### config.mk
export PLATFORM = sky130hd
export DESIGN_NAME = bullet_pool_fsm
export DESIGN_NICKNAME = d
export VERILOG_FILES = /design/src/rtl/bullet_pool_fsm.sv
export SDC_FILE = /design/constraint.sdc
export NUM_CORES = 1
export LEC_CHECK = 0
export BUFFER_PORTS_ARGS = -buffer_cell sky130_fd_sc_hd__buf_4
export CORE_MARGIN = 3
export CORE_UTILIZATION = 55
export CTS_CLUSTER_SIZE = 20
export DETAILED_ROUTE_END_ITERATION = 16
export GPL_TIMING_DRIVEN = 0
export HOLD_SLACK_MARGIN = 0.12
export PLACE_DENSITY_LB_ADDON = 0.08
export SLEW_MARGIN = 25
export SYNTH_ARGS = -nofsm -noshare
export SYNTH_HDL_FRONTEND = slang
export SYNTH_SLANG_ARGS = --single-unit
### constraint.sdc
create_clock -name Clk -period 6.6 [get_ports Clk]
set_clock_uncertainty 0.15 [all_clocks]
set_input_delay 0 -clock Clk [delete_from_list [all_inputs] [get_ports Clk]]
set_output_delay 0 -clock Clk [all_outputs]
set_load 0.005 [all_outputs]
### src/rtl/bullet_pool_fsm.sv
// bullet_pool_fsm
//   Multi-projectile pool for Megaman. NUM_BULLETS independent slots, each
//   with position, direction and live flag. All slot motion, spawning and
//   cooldown advance only on a frame tick derived from the sampled
//   vertical-sync clock. Collision pulses may arrive on any cycle and are
//   held as kill-pending until the next tick.
//
// Ports
//   Clk            in   system clock
//   RESET_N        in   synchronous active-low reset
//   frame_clk      in   vertical-sync frame clock (sampled, edge-detected)
//   shoot_key      in   fire key level
//   facing_right   in   shooter facing, 1 = right
//   shooter_x/y    in   shooter position (COORD_W)
//   collision      in   per-slot hit pulse (NUM_BULLETS)
//   bullet_x/y     out  packed slot positions, slot i at [i*COORD_W +: COORD_W]
//   bullet_active  out  per-slot live flag
//   bullet_dir     out  per-slot direction, 1 = right
//   active_count   out  number of live slots
//   fired          out  one-cycle pulse when a slot spawns
//   LEDR0          out  any slot live
module bullet_pool_fsm #(
  parameter int NUM_BULLETS = 4,
  parameter int COORD_W     = 10,
  parameter int SPEED       = 9,
  parameter int BULLET_W    = 10,
  parameter int SCREEN_MIN  = 2,
  parameter int SCREEN_MAX  = 639,
  parameter int MUZZLE_XR   = 60,
  parameter int MUZZLE_Y    = 22,
  parameter int COOLDOWN    = 4,
  parameter int AUTO_FIRE   = 0
) (
  input  logic                               Clk,
  input  logic                               RESET_N,
  input  logic                               frame_clk,
  input  logic                               shoot_key,
  input  logic                               facing_right,
  input  logic [COORD_W-1:0]                 shooter_x,
  input  logic [COORD_W-1:0]                 shooter_y,
  input  logic [NUM_BULLETS-1:0]             collision,
  output logic [NUM_BULLETS*COORD_W-1:0]     bullet_x,
  output logic [NUM_BULLETS*COORD_W-1:0]     bullet_y,
  output logic [NUM_BULLETS-1:0]             bullet_active,
  output logic [NUM_BULLETS-1:0]             bullet_dir,
  output logic [$clog2(NUM_BULLETS+1)-1:0]   active_count,
  output logic                               fired,
  output logic                               LEDR0
);

  localparam int CNT_W = $clog2(NUM_BULLETS + 1);
  localparam int CD_W  = (COOLDOWN > 0) ? $clog2(COOLDOWN + 1) : 1;

  // Boundary math is done one bit wider than the coordinates so that
  // x + SPEED + BULLET_W cannot overflow and the left test never wraps.
  localparam logic [COORD_W:0]   SPEED_E = (COORD_W + 1)'(SPEED);
  localparam logic [COORD_W:0]   BW_E    = (COORD_W + 1)'(BULLET_W);
  localparam logic [COORD_W:0]   RLIM_E  = (COORD_W + 1)'(SCREEN_MAX);
  localparam logic [COORD_W:0]   LLIM_E  = (COORD_W + 1)'(SCREEN_MIN + SPEED);
  localparam logic [COORD_W-1:0] SPEED_C = COORD_W'(SPEED);
  localparam logic [COORD_W-1:0] MUZ_XR  = COORD_W'(MUZZLE_XR);
  localparam logic [COORD_W-1:0] MUZ_Y   = COORD_W'(MUZZLE_Y);
  localparam logic [CD_W-1:0]    CD_INIT = CD_W'(COOLDOWN);

  function automatic logic [CD_W-1:0] cd_step(input logic [CD_W-1:0] c);
    return (c == '0) ? c : c - CD_W'(1);
  endfunction

  function automatic logic [CNT_W-1:0] popcount(input logic [NUM_BULLETS-1:0] v);
    logic [CNT_W-1:0] n;
    n = '0;
    for (int i = 0; i < NUM_BULLETS; i++) n = n + CNT_W'(v[i]);
    return n;
  endfunction

  logic [1:0]             fsync_q, fsync_d;
  logic [COORD_W-1:0]     x_q [NUM_BULLETS];
  logic [COORD_W-1:0]     x_d [NUM_BULLETS];
  logic [COORD_W-1:0]     y_q [NUM_BULLETS];
  logic [COORD_W-1:0]     y_d [NUM_BULLETS];
  logic [NUM_BULLETS-1:0] active_q, active_d;
  logic [NUM_BULLETS-1:0] dir_q, dir_d;
  logic [NUM_BULLETS-1:0] pend_q, pend_d;
  logic [CD_W-1:0]        cd_q, cd_d;
  logic                   key_q, key_d;
  logic                   fired_q, fired_d;
  logic [CNT_W-1:0]       count_q, count_d;
  logic                   led_q, led_d;

  logic                   tick;
  logic                   req;
  logic                   spawn_ok;
  logic                   found;
  logic [NUM_BULLETS-1:0] kill;
  logic [COORD_W:0]       xe;

  always_comb begin
    fsync_d  = {fsync_q[0], frame_clk};
    tick     = fsync_q[0] & ~fsync_q[1];
    x_d      = x_q;
    y_d      = y_q;
    active_d = active_q;
    dir_d    = dir_q;
    cd_d     = cd_q;
    key_d    = key_q;
    fired_d  = 1'b0;
    req      = 1'b0;
    spawn_ok = 1'b0;
    found    = 1'b0;
    xe       = '0;

    // A hit arriving on the tick cycle itself still kills at that tick.
    kill   = pend_q | (collision & active_q);
    pend_d = tick ? '0 : kill;

    if (tick) begin
      key_d = shoot_key;
      req   = (AUTO_FIRE != 0) ? shoot_key : (shoot_key & ~key_q);
      cd_d  = cd_step(cd_q);

      for (int i = 0; i < NUM_BULLETS; i++) begin
        if (active_q[i]) begin
          xe = {1'b0, x_q[i]};
          if (kill[i]) begin
            active_d[i] = 1'b0;
          end else if (dir_q[i] && (xe + SPEED_E + BW_E > RLIM_E)) begin
            active_d[i] = 1'b0;
          end else if (!dir_q[i] && (xe < LLIM_E)) begin
            active_d[i] = 1'b0;
          end else begin
            x_d[i] = dir_q[i] ? x_q[i] + SPEED_C : x_q[i] - SPEED_C;
          end
        end
      end

      // Free slots are judged on pre-tick state, so a slot dying this tick
      // is not handed out until the following one.
      spawn_ok = req && (cd_q == '0) && (active_q != '1);
      if (spawn_ok) begin
        for (int i = 0; i < NUM_BULLETS; i++) begin
          if (!active_q[i] && !found) begin
            found       = 1'b1;
            active_d[i] = 1'b1;
            dir_d[i]    = facing_right;
            x_d[i]      = facing_right ? shooter_x + MUZ_XR : shooter_x;
            y_d[i]      = shooter_y + MUZ_Y;
          end
        end
        cd_d    = CD_INIT;
        fired_d = 1'b1;
      end
    end

    count_d = popcount(active_d);
    led_d   = |active_d;
  end

  always_ff @(posedge Clk) begin
    if (!RESET_N) begin
      fsync_q  <= '0;
      active_q <= '0;
      dir_q    <= '0;
      pend_q   <= '0;
      cd_q     <= '0;
      key_q    <= 1'b0;
      fired_q  <= 1'b0;
      count_q  <= '0;
      led_q    <= 1'b0;
      for (int i = 0; i < NUM_BULLETS; i++) begin
        x_q[i] <= '0;
        y_q[i] <= '0;
      end
    end else begin
      fsync_q  <= fsync_d;
      active_q <= active_d;
      dir_q    <= dir_d;
      pend_q   <= pend_d;
      cd_q     <= cd_d;
      key_q    <= key_d;
      fired_q  <= fired_d;
      count_q  <= count_d;
      led_q    <= led_d;
      for (int i = 0; i < NUM_BULLETS; i++) begin
        x_q[i] <= x_d[i];
        y_q[i] <= y_d[i];
      end
    end
  end

  for (genvar g = 0; g < NUM_BULLETS; g++) begin : g_pack
    assign bullet_x[g*COORD_W +: COORD_W] = x_q[g];
    assign bullet_y[g*COORD_W +: COORD_W] = y_q[g];
  end

  assign bullet_active = active_q;
  assign bullet_dir    = dir_q;
  assign active_count  = count_q;
  assign fired         = fired_q;
  assign LEDR0         = led_q;

endmodule
==> results.toml <==
[timing]
share_of_the_cycle_needed_by_the_critical_path_after_routing = 0.5956
setup_total_negative_slack_ns = 0
relSlewSlack = 0.4321
rsz_0062_raised_after_global_routing = "false"
finalSetupViolCount = 0
final.min_clock_period_ns = 3.931
timing_worst_slew_pin_value_ns = 0.8453
drv_slew = 0
max_clock_freq_mhz = 254.4
hold_viol_final = 0

[layout]
layout.area.seq_sq_um = 2062
antenna_cells_inserted = 0
most_common_library_cell_in_the_layout_ignoring_fill_and_taps = "buf_4"
nNetsFinal = 1085
most-common-layout-cells = "122 x buf_4, 103 x dfxtp_1, 90 x nand2_1, 79 x nor2_1, 71 x a21oi_1"
flow.area_growth_from_synthesis_pct = 24.56
fillerInstances = 948
multiInputGateArea_sq_um = 4413
final_layout_size_suffix_gt1_frac = 0.1662

[power]
pwr-share-comb = 0.154
power_mw = 1.433
p_sw_mw = 0.4095
share_of_power_burned_in_the_clock_network = 0.394
power_frac_seq = 0.452
power.ir.vdd_worst_mv = 0.1378
cellLeakagePower_nw = 3.351
p_per_area_nw_per_um2 = 170.0
p_sw_frac = 0.2859
power.internal_mw = 1.023

[detailed_routing]
route.detailed.drc = 0
first_iter_violations = 786
detail_route.first_pass.iterations = 5
via_total_after_detailed_routing = 7376
postRouteWirelength_um = 22630
route.detailed.wl_per_inst_um = 19.71
detail_route.vias_per_cell = 6.425
antenna_violating_nets_post_route = 0

[synth]
synth_seq_cells = 103
post_synth_inst_count = 842
ys_top_cells_by_area = "dfxtp_1 30%, ha_1 9.4%, a21oi_1 5.3%"
syn-mean-instance-area_sq_um = 8.036
synth_nets = 927
synth_flop_cell = "dfxtp_1"
synthDominantAreaCellType = "dfxtp_1"
synthesis.yosys.warnings = 0
synth_top_area_share = 0.3047
ys_seq_area_frac = 0.3047
yosys.cell_types.count = 75
syn_area_sq_um = 6766
postSynth.asyncResetShare = 0
synth-edff-count = 0

[clock_network]
cts_setup_buffers = 0
tritoncts_clock_tree = "done"
max_root_sink_buffers = 2
insertion_delay_ns = 0.35
number_of_clock_sinks = 103
cts_inserted_buffers = 9
post_cts.resized_instances = 0
clk_transition_reported_paths_ns = 0.08
cts_max_level = 3
cts_root_buffer = "clkbuf_16"

[run_status]
status = "finished, final reports clean"

[critical_path]
worst-endpoint-arrival_ns = 4.02
critical_path_required_ns = 6.69
endpoint_kind = "register"
worst_setup_path_start_kind = "register"
crit_fanout = 8
crit_path_kind = "register to register"

[placement]
dp_hpwl_um = 16660
total_of_buffers_placed_on_input_and_output_ports = 120
final_replace_weighted_congestion = 0.9608

[die]
placement_rows = 39
start_util = 0.5778
die_y_um = 116.9
placeableCoreArea_sq_um = 11710
die_area_sq_um = 13670
die_x_extent_um = 116.9
top_level_ports = 122

[global_route]
antenna_found_initial = 0
first_global_vias = 6938
grt_overflow = 0
grt_util_all_layers = 0.3293
grt_pass1_wl_um = 35760
largest_net_degree_at_the_start_of_global_routing = 20

[min_path]
hold_path_class = "input port to register"

[run]
cap_viol_max_count = 0
worst paths after layout:
kind,end,cells past startpoint,start,slack [ns]
setup / recovery,active_count[1],13,bullet_x[0],2.67
hold / removal,bullet_x[33],5,shooter_x[3],0.16
setup reg to reg,active_count[1],13,bullet_x[0],2.67
hold reg to reg,key_q,2,key_q,0.31
power by group through the flow:
stage,registers [mW],clock network (mW),logic [mW]
3_3_place_gp,0.661,0,0.193
4_1_cts,0.647,0.566,0.213
3_5_place_dp,0.662,0,0.200
5_1_grt,0.650,0.592,0.239
6_report,0.648,0.564,0.220
2_1_floorplan,0.658,0,0.120
cells in the mapped netlist, types with 17 or more instances:
cell / count
a31oi_1: 17
nor3_1: 21
clkbuf_1: 23
xnor2_1: 20
o21ai_0: 61
ha_1: 51
nand3_1: 19
inv_1: 29
dfxtp_1: 103
a21oi_1: 71
xor2_1: 21
nor2_1: 79
nand2_1: 90
a211oi_1: 37
area by class of cell:
| type | instances | share of cell area |
|---|---|---|
| clock buffer | 9 | 0.02672 |
| inverter | 30 | 0.01336 |
| timing repair buffer | 147 | 0.1390 |
| sequential | 103 | 0.2447 |
| multi-input combinational | 672 | 0.5236 |
| buffer | 37 | 0.02123 |
| clock inverter | 7 | 0.01024 |
| tap | 143 | 0.02123 |
logic make-up (layout without fill, tap and decap cells):
kind of cell    Yosys count  count (layout)  synth area share
buf+inv                  67             230           0.04308
compound gates          286             286            0.2811
xor+xnor                 41              41           0.05307
simple gates            288             288            0.2067
mux                       1               1          0.002218
fa+ha+maj                56              56            0.1091
flops                   103             103            0.3047
state kept, by name, indices dropped and copies added (netlist names):
| register | count |
|---|---|
| bullet_y | 40 |
| fired | 1 |
| bullet_dir | 4 |
| bullet_x | 40 |
| active_count | 3 |
| LEDR0 | 1 |
| fsync_q | 2 |
| bullet_active | 4 |
| pend_q | 4 |
| key_q | 1 |
| cd_q | 3 |
worst max-delay path, cell delays in order, from the launching register on:
cell	delay, ns
dfxtp_1	0.54
inv_1	0.15
ha_1	0.31
nor3_1	0.18
nand4_1	0.12
o32a_1	0.18
a21oi_1	0.38
o21ai_0	0.20
a21oi_1	0.34
inv_1	0.12
fa_1	0.51
ha_1	0.22
ha_1	0.28
and2_1	0.15
metrics by stage:
step / utilization / cells / setup WS, ns / instance area [sq um] / hold slack, ns
2_1_floorplan: - / 842 / 3.312 / 6766 / -0.05439
3_3_place_gp: 0.6700 / 1105 / 2.819 / 7846 / 0.06386
3_5_place_dp: 0.6700 / 1105 / 2.713 / 7846 / 0.07471
4_1_cts: 0.7197 / 1148 / 2.680 / 8428 / 0.1210
5_1_grt: 0.7197 / 1148 / 2.414 / 8428 / 0.1733
6_report: 0.7197 / 1148 / 2.669 / 8428 / 0.1573
per-layer routing:
metal,part of all wire,vias to the layer above,GRT usage
met5,0,-,0
met4,0.034,0,0.1193
met3,0.095,75,0.06787
met2,0.46,394,0.5370
met1,0.41,3481,0.4334
li1,-,3426,-
what timing repair did:
item                                    4_1_cts  5_1_grt
hold buffers                                 27        0
hold endpoints to repair                     71        0
endpoints found under the setup margin        0        0
Power figures use the tool's default switching activity.
